===== src/rtl/lsu_dmem_port.sv =====
// Load/store initiator: turns byte/halfword/word loads and stores into word
// accesses on a single-port data memory, using read-modify-write for SB/SH.
module lsu_dmem_port #(
  parameter int ADDR_W = 10,
  parameter int XLEN   = 32
) (
  input  logic              clk,
  input  logic              rst,
  input  logic              req_valid,
  output logic              req_ready,
  input  logic              req_we,
  input  logic [2:0]        req_funct3,
  input  logic [XLEN-1:0]   req_addr,
  input  logic [XLEN-1:0]   req_wdata,
  output logic              resp_valid,
  output logic [XLEN-1:0]   resp_rdata,
  output logic              resp_err,
  output logic [ADDR_W-1:0] mem_addr,
  output logic              mem_we,
  output logic [XLEN-1:0]   mem_din,
  input  logic [XLEN-1:0]   mem_dout
);

  typedef enum logic [1:0] {IDLE, RD, WR, RESP} state_t;

  state_t            state;
  logic              we_p0;
  logic [2:0]        funct3_p0;
  logic [ADDR_W+1:0] addr_p0;
  logic [XLEN-1:0]   wdata_p0;
  logic [XLEN-1:0]   merge_p1;

  // Address bits above the memory's word range are intentionally dropped.
  logic unused_addr;
  assign unused_addr = ^req_addr[XLEN-1:ADDR_W+2];

  function automatic logic req_bad(input logic we, input logic [2:0] f3,
                                   input logic [1:0] off);
    logic illegal;
    logic misal;
    if (we) illegal = !(f3 == 3'b000 || f3 == 3'b001 || f3 == 3'b010);
    else    illegal = (f3 == 3'b011 || f3 == 3'b110 || f3 == 3'b111);
    misal = (f3[1:0] == 2'b01 && off[0]) || (f3[1:0] == 2'b10 && off != 2'b00);
    return illegal || misal;
  endfunction

  function automatic logic [XLEN-1:0] load_fmt(input logic [2:0] f3,
                                               input logic [1:0] off,
                                               input logic [XLEN-1:0] w);
    logic signed [7:0]  b;
    logic signed [15:0] h;
    logic [XLEN-1:0]    r;
    b = w[{off, 3'b000} +: 8];
    h = off[1] ? w[31:16] : w[15:0];
    case (f3)
      3'b000:  r = XLEN'(b);
      3'b001:  r = XLEN'(h);
      3'b100:  r = {{(XLEN-8){1'b0}}, b};
      3'b101:  r = {{(XLEN-16){1'b0}}, h};
      default: r = w;
    endcase
    return r;
  endfunction

  function automatic logic [XLEN-1:0] store_merge(input logic [2:0] f3,
                                                  input logic [1:0] off,
                                                  input logic [XLEN-1:0] old,
                                                  input logic [XLEN-1:0] wd);
    logic [XLEN-1:0] r;
    r = old;
    case (f3)
      3'b000:  r[{off, 3'b000} +: 8] = wd[7:0];
      3'b001:  if (off[1]) r[31:16] = wd[15:0];
               else        r[15:0]  = wd[15:0];
      default: r = wd;
    endcase
    return r;
  endfunction

  assign req_ready  = (state == IDLE);
  assign resp_valid = (state == RESP);
  // A reset landing in WR must kill that edge's write immediately.
  assign mem_we     = (state == WR) && !rst;
  assign mem_addr   = (state == IDLE) ? '0 : addr_p0[ADDR_W+1:2];
  assign mem_din    = (state == WR) ? store_merge(funct3_p0, addr_p0[1:0], merge_p1, wdata_p0)
                                    : '0;

  always_ff @(posedge clk) begin
    if (rst) begin
      state      <= IDLE;
      we_p0      <= 1'b0;
      funct3_p0  <= '0;
      addr_p0    <= '0;
      wdata_p0   <= '0;
      merge_p1   <= '0;
      resp_rdata <= '0;
      resp_err   <= 1'b0;
    end else begin
      case (state)
        IDLE: if (req_valid) begin
          we_p0      <= req_we;
          funct3_p0  <= req_funct3;
          addr_p0    <= req_addr[ADDR_W+1:0];
          wdata_p0   <= req_wdata;
          resp_rdata <= '0;
          if (req_bad(req_we, req_funct3, req_addr[1:0])) begin
            resp_err <= 1'b1;
            state    <= RESP;
          end else begin
            resp_err <= 1'b0;
            state    <= (req_we && req_funct3 == 3'b010) ? WR : RD;
          end
        end
        // Sub-word stores fetch the old word; loads format it into the response.
        RD: begin
          if (we_p0) begin
            merge_p1 <= mem_dout;
            state    <= WR;
          end else begin
            resp_rdata <= load_fmt(funct3_p0, addr_p0[1:0], mem_dout);
            state      <= RESP;
          end
        end
        WR: state <= RESP;
        default: begin
          resp_rdata <= '0;
          resp_err   <= 1'b0;
          state      <= IDLE;
        end
      endcase
    end
  end

endmodule


===== config.mk =====
export PLATFORM = sky130hd
export DESIGN_NAME = lsu_dmem_port
export DESIGN_NICKNAME = d
export VERILOG_FILES = /design/src/rtl/lsu_dmem_port.sv
export SDC_FILE = /design/constraint.sdc
export NUM_CORES = 1
export LEC_CHECK = 0
export CAP_MARGIN = 0
export CORE_ASPECT_RATIO = 1.5
export CORE_MARGIN = 2
export CORE_UTILIZATION = 51
export DETAILED_ROUTE_END_ITERATION = 8
export MAX_ROUTING_LAYER = met4
export PLACE_DENSITY = 0.86
export SLEW_MARGIN = 10
export SYNTH_ARGS = -nofsm -noshare
export SYNTH_HDL_FRONTEND = slang
export SYNTH_SLANG_ARGS = --single-unit

===== constraint.sdc =====
create_clock -name clk -period 5.08 [get_ports clk]
set_clock_uncertainty 0.2 [all_clocks]
set_input_delay 0.508 -clock clk [delete_from_list [all_inputs] [get_ports clk]]
set_output_delay 0.508 -clock clk [all_outputs]
set_load 0.02 [all_outputs]

# == Word level (Yosys, flattened, before mapping) ==
# Cells that the tools add are included.
# classes
n_addsub,1
shifts,3
n_eq_ne,15
reduce_logical,21
bitwise_logic,2
mux,23
# ops
op,n
one-hot mux 32 bit (4 select lines),1
2-to-1 mux 32 bit,3
one-hot mux 32 bit (3 select lines),1
one-hot mux 32 bit (2 select lines),1
2-to-1 mux 16 bit,3
bitwise mux 32 bit,1
variable shift 8 x 7 -> 32 bit (first input constant),1
variable part select 32 x 6 -> 8 bit,1
variable part select 8 x 7 -> 32 bit,1
== test 3 bit (second input constant),4
2-to-1 mux 10 bit,1
2-to-1 mux 1 bit,7
negator 5 -> 7 bit,1
== test 2 bit (second input constant),3
== test 3 x 1 -> 1 bit (second input constant),2
== test 3 x 2 -> 1 bit (second input constant),2
zero test 3 bit,2
logical OR 1 bit,6
2-to-1 mux 2 bit,3
one-hot mux 2 bit (3 select lines),1
AND reduction 2 bit,3
== test 2 x 1 -> 1 bit (second input constant),2
logical AND 1 bit,4
!= test 2 bit (second input constant),2
7 further kinds,9
# totals
out_inout_bits,78
input_bits,103
reg_bits,115
wordCells,73

# == Depth between registers and ports, before layout ==
# depth
word_depth,12
mapped_depth,8
ltp_nobuf,6

# == Worst setup path before layout ==
# No wires, ideal clock.
# synth_timing
path_type,register to output
start,register addr_p0[1]
end,output port mem_din[16]
required_time_ns,4.372
slack_ns,2.071
path_stages_with_launch,8
n_path_buf,1
arrival_ns,2.301
cell_sequence,dfxtp_1 inv_1 clkbuf_1 ha_1 or2_2 nor3_2 a221oi_1 nor3_1
# synth_via
elab_chain_len,5
word_cells_on_any_way,7
classes_between,add/sub: 1; shift: 2; mux: 4
# synth_lines
item,line_no,text
from (decl),29,logic [ADDR_W+1:0] addr_p0;
from (signal assigned),103,addr_p0 <= req_addr[ADDR_W+1:0];
negator 5 -> 7 bit,72,"3'b000: r[{off, 3'b000} +: 8] = wd[7:0];"
variable part select 8 x 7 -> 32 bit / variable shift 8 x 7 -> 32 bit (equally long branches),72,
bitwise mux 32 bit,72,
one-hot mux 32 bit (2 select lines) *,71,case (f3)
2-to-1 mux 32 bit *,85,"assign mem_din = (state == WR) ? store_merge(funct3_p0, addr_p0[1:0], merge_p1, wdata_p0)"
to (decl),20,"output logic [XLEN-1:0] mem_din,"
# Every way passes the cells marked *; elsewhere a longest branch is shown, timed or not.

# == Worst setup path in the final report ==
# layout_timing
start,register addr_p0[0]
end,output port mem_din[21]
# layout_via
elab_chain_len,5
word_cells_on_any_way,6
classes_between,add/sub: 1; shift: 2; mux: 3
# layout_lines
item,line_no
negator 5 -> 7 bit *,72
variable part select 8 x 7 -> 32 bit / variable shift 8 x 7 -> 32 bit (equally long branches),72
bitwise mux 32 bit *,72
one-hot mux 32 bit (2 select lines) *,71
2-to-1 mux 32 bit *,85
# Marks and branches as above.

==> metrics.csv <==
stage,metric,value,unit
pwr,total power,3.700,mW
sta,fin crit period,4.097,ns
synthesis,yosys warns,0,
synthesis,Cells after Synth,764,
clock_network,Resize count post-CTS,0,
hold_path,hold crit path type,reg2reg,
cells_and_area,fill count,868,
worst_setup_path,Startpoint Class,register,
cells_and_area,NumNets Final,1000,
worst_setup_path,Crit Path Category,reg2out,
detailed_routing,Post-route DRC,0,
sta,Slew Limit Fails,0,
floorplanning,Core Rows,48,
detailed_routing,via/cell ratio,5.886,
detailed_routing,final WL,18.51,mm
synthesis,largest family of logic cells by synthesized area,compound AO/OA/AOI/OAI gates,
clock_network,CTS tree,built,
pwr,sequential share of power,31.3,%
floorplanning,Die Area,12420,um2
place,Inst Count DP,1019,
synthesis,top-count cell post-synth,nand2_1,
global_routing,gr ovfl total,0,
sta,Setup TNS,0,ns
floorplanning,Starting Density,51.77,%
run_status,status,completed,
clock_network,TritonCTS buffer count,17,
synthesis,synth cell count leaders,"nand2_1 (196), dfxtp_1 (115), a21oi_1 (110), o21ai_0 (50), clkbuf_1 (39)",
synthesis,Post-Synth XOR/XNOR Area,0,%
place,DP Wirelength,12.78,mm
detailed_routing,Wirelength per Cell,17.62,um
synthesis,Yosys reg bits,115,
synthesis,share of the synthesized area in the top cell type,39.17,%
pwr,Pleak,2.695,nW
synthesis,ranking of synthesized cells by area,"dfxtp_1 (39%), nand2_1 (13%), a21oi_1 (9.4%)",
worst_setup_path,CP Capture Type,output port,
pwr,Comb pwr share,34.0,%
worst_setup_path,Worst EP required,4.37,ns
clock_network,Clock transition at path regs,0.05,ns
job,max-cap violations,0,
floorplanning,Die Y,135.5,um
cells_and_area,FF+latch area,2302,um2
place,I/O Buffers,160,
clock_network,CTS Sinks,115,
pwr,Internal,2.398,mW
clock_network,clock latency on the worst-skew pair,0.42,ns
cells_and_area,final core occ,71.43,%
synthesis,sequential-to-total area share from yosys stat,39.17,%
floorplanning,core box area,11350,um2
pwr,Net Sw Power,1.302,mW
worst_setup_path,Crit Path Max Fanout,12,
worst_setup_path,WP data arrival,3.39,ns
synthesis,"EDFF count, synth",0,
sta,RSZ-0062 raised after global routing,no,
sta,Final setup viols,0,
sta,period utilization,80.65,%
place,Placer Congestion,0.9216,
floorplanning,Die X,91.65,um
synthesis,"Net Count, Synth",876,
cells_and_area,Final Non-Filler Cells,1050,
global_routing,first-pass GRT wire length,29.14,mm
detailed_routing,DRT Pass-1 Iters,6,
global_routing,largest net degree at the start of global routing,76,
synthesis,"Top FF cell, synth",dfxtp_1,
cells_and_area,# diodes,0,
sta,maximum clock rate,0.2441,GHz
pwr,peak supply drop,0.0003191,V
synthesis,dominant cell type by area after synthesis,dfxtp_1,
clock_network,clock tree root driver cell,clkbuf_16,
synthesis,Synth Area in Compound Gates,26.31,%
pwr,PD cells,456.3,nW/um2
cells_and_area,footprint of the multi-input gates,3276,um2
clock_network,CTS Hold Bufs,0,
detailed_routing,number of DRC markers in iteration 0,491,
pwr,Clock Power Share,34.7,%
cells_and_area,area growth from synthesis to layout,37.96,%
clock_network,CTS max path bufs,2,
global_routing,total track usage,30.69,%
sta,Fin. Hold Viols,0,
clock_network,buffers inserted by post-CTS timing repair,0,
sta,Worst Tran Pin Value,1.110,ns
detailed_routing,Final ANT Viol Nets,0,
cells_and_area,layout cell share with drive strength beyond 1,7.556,%
global_routing,vias in the first global route,5881,
synthesis,Netlist Area Pre-Place,5877,um2
sta,Slew headroom,25.80,%
floorplanning,# IOs,181,
synthesis,Unique masters post-synth,45,
clock_network,H-Tree Depth,4,
synthesis,Post-Syn Area per Cell,7.692,um2
synthesis,Synth Area in Simple Gates,23.67,%
synthesis,post-synthesis mux area share,3.662,%
synthesis,"Async S/R FF share, synth",0,%
global_routing,antenna violations before repair,0,
pwr,switching share of power,35.19,%
synthesis,Synth Area in Adders,1.916,%
detailed_routing,total vias in the final route,6180,
## kinds of logic (layout without fill, tap and decap cells)
kind of cell / after synthesis / count (layout)
simple gates: 295 / 295
compound gates: 249 / 249
flops: 115 / 115
buf+inv: 77 / 213
mux: 19 / 19
fa+ha+maj: 9 / 9
## path summary, 6_finish.rpt
check                           slack [ns]                     endpoint  depth (start not counted)                     from
worst min-delay path                  0.25      addr_p0[4]$_SDFFE_PP0P_                          2  addr_p0[4]$_SDFFE_PP0P_
worst max register to register        1.92  resp_rdata[23]$_SDFFE_PP0P_                          6    state[0]$_SDFFE_PP0P_
worst min register to register        0.25      addr_p0[4]$_SDFFE_PP0P_                          2  addr_p0[4]$_SDFFE_PP0P_
worst max-delay path                  0.98                  mem_din[21]                          7  addr_p0[0]$_SDFFE_PP0P_
## placed cells by master, fill, tap and decap left out, types with 3 or more instances in the layout
cell               n
a21oi_1          110
a221o_1            8
a221o_2            9
a221oi_1           8
a22oi_1            7
a31oi_1           15
a32o_1             8
and2_1             3
buf_4              7
bufinv_16          4
clkbuf_16         17
clkbuf_8           4
clkdlybuf4s50_1  159
dfxtp_1          115
ha_1               9
inv_1             14
mux2_2            10
mux2i_1            8
nand2_1          196
nand2b_1          13
nor2_1             7
nor2b_1           19
nor3_1            12
nor3b_1            9
o21ai_0           50
o22ai_1           16
o2bb2ai_1         11
or3_1             22
## final cells by class
class                   instances  share of cell area (%)
well taps                     150                   2.315
multi-input cells             572                   40.40
flip-flops and latches        115                   28.40
inverters                      15                  0.6944
clock inverters                 8                   1.836
repair buffers                167                   20.34
clock buffers                  23                   6.019
## critical path, cell delays in order, from the launching register on
cell and delay [ns]:
dfxtp_1 0.59, inv_1 0.16, ha_1 0.26, or2_2 0.35
nor3_2 0.46, a221oi_1 0.19, nor3_1 0.30, clkdlybuf4s50_1 0.67
## power groups by stage
stage	clock, mW	combinational (mW)	sequential (mW)
2_1_floorplan	0	0.792	1.18
6_report	1.28	1.26	1.16
3_3_place_gp	0	1.22	1.17
5_1_grt	1.34	1.37	1.17
3_5_place_dp	0	1.23	1.17
4_1_cts	1.29	1.25	1.16
## per-stage QoR
step | instance area, um2 | setup slack, ns | hold WS (ns)
after floorplan | 5877 | 2.071 | 0.2318
after global placement | 7466 | 1.459 | 0.2373
after detailed placement | 7466 | 1.420 | 0.2432
after CTS | 8103 | 0.9941 | 0.2467
after global routing | 8108 | 0.8173 | 0.2634
final | 8108 | 0.9828 | 0.2483
## flip-flops by register name, summed over array words and instances (netlist names)
signal	flops
resp_rdata	32
state	2
resp_err	1
funct3_p0	3
we_p0	1
merge_p1	32
addr_p0	12
wdata_p0	32
## routing by layer
metal  vias to the layer above  global-route usage [%]  wire, um
met2                       328                   48.65      8990
met3                        77                   5.732      1339
met1                      2833                   35.27      7066
met5                         -                       -         0
met4                         0                   20.45      1111
li1                       2942                       -         -
Note: power is estimated with default switching activity, not from simulation.
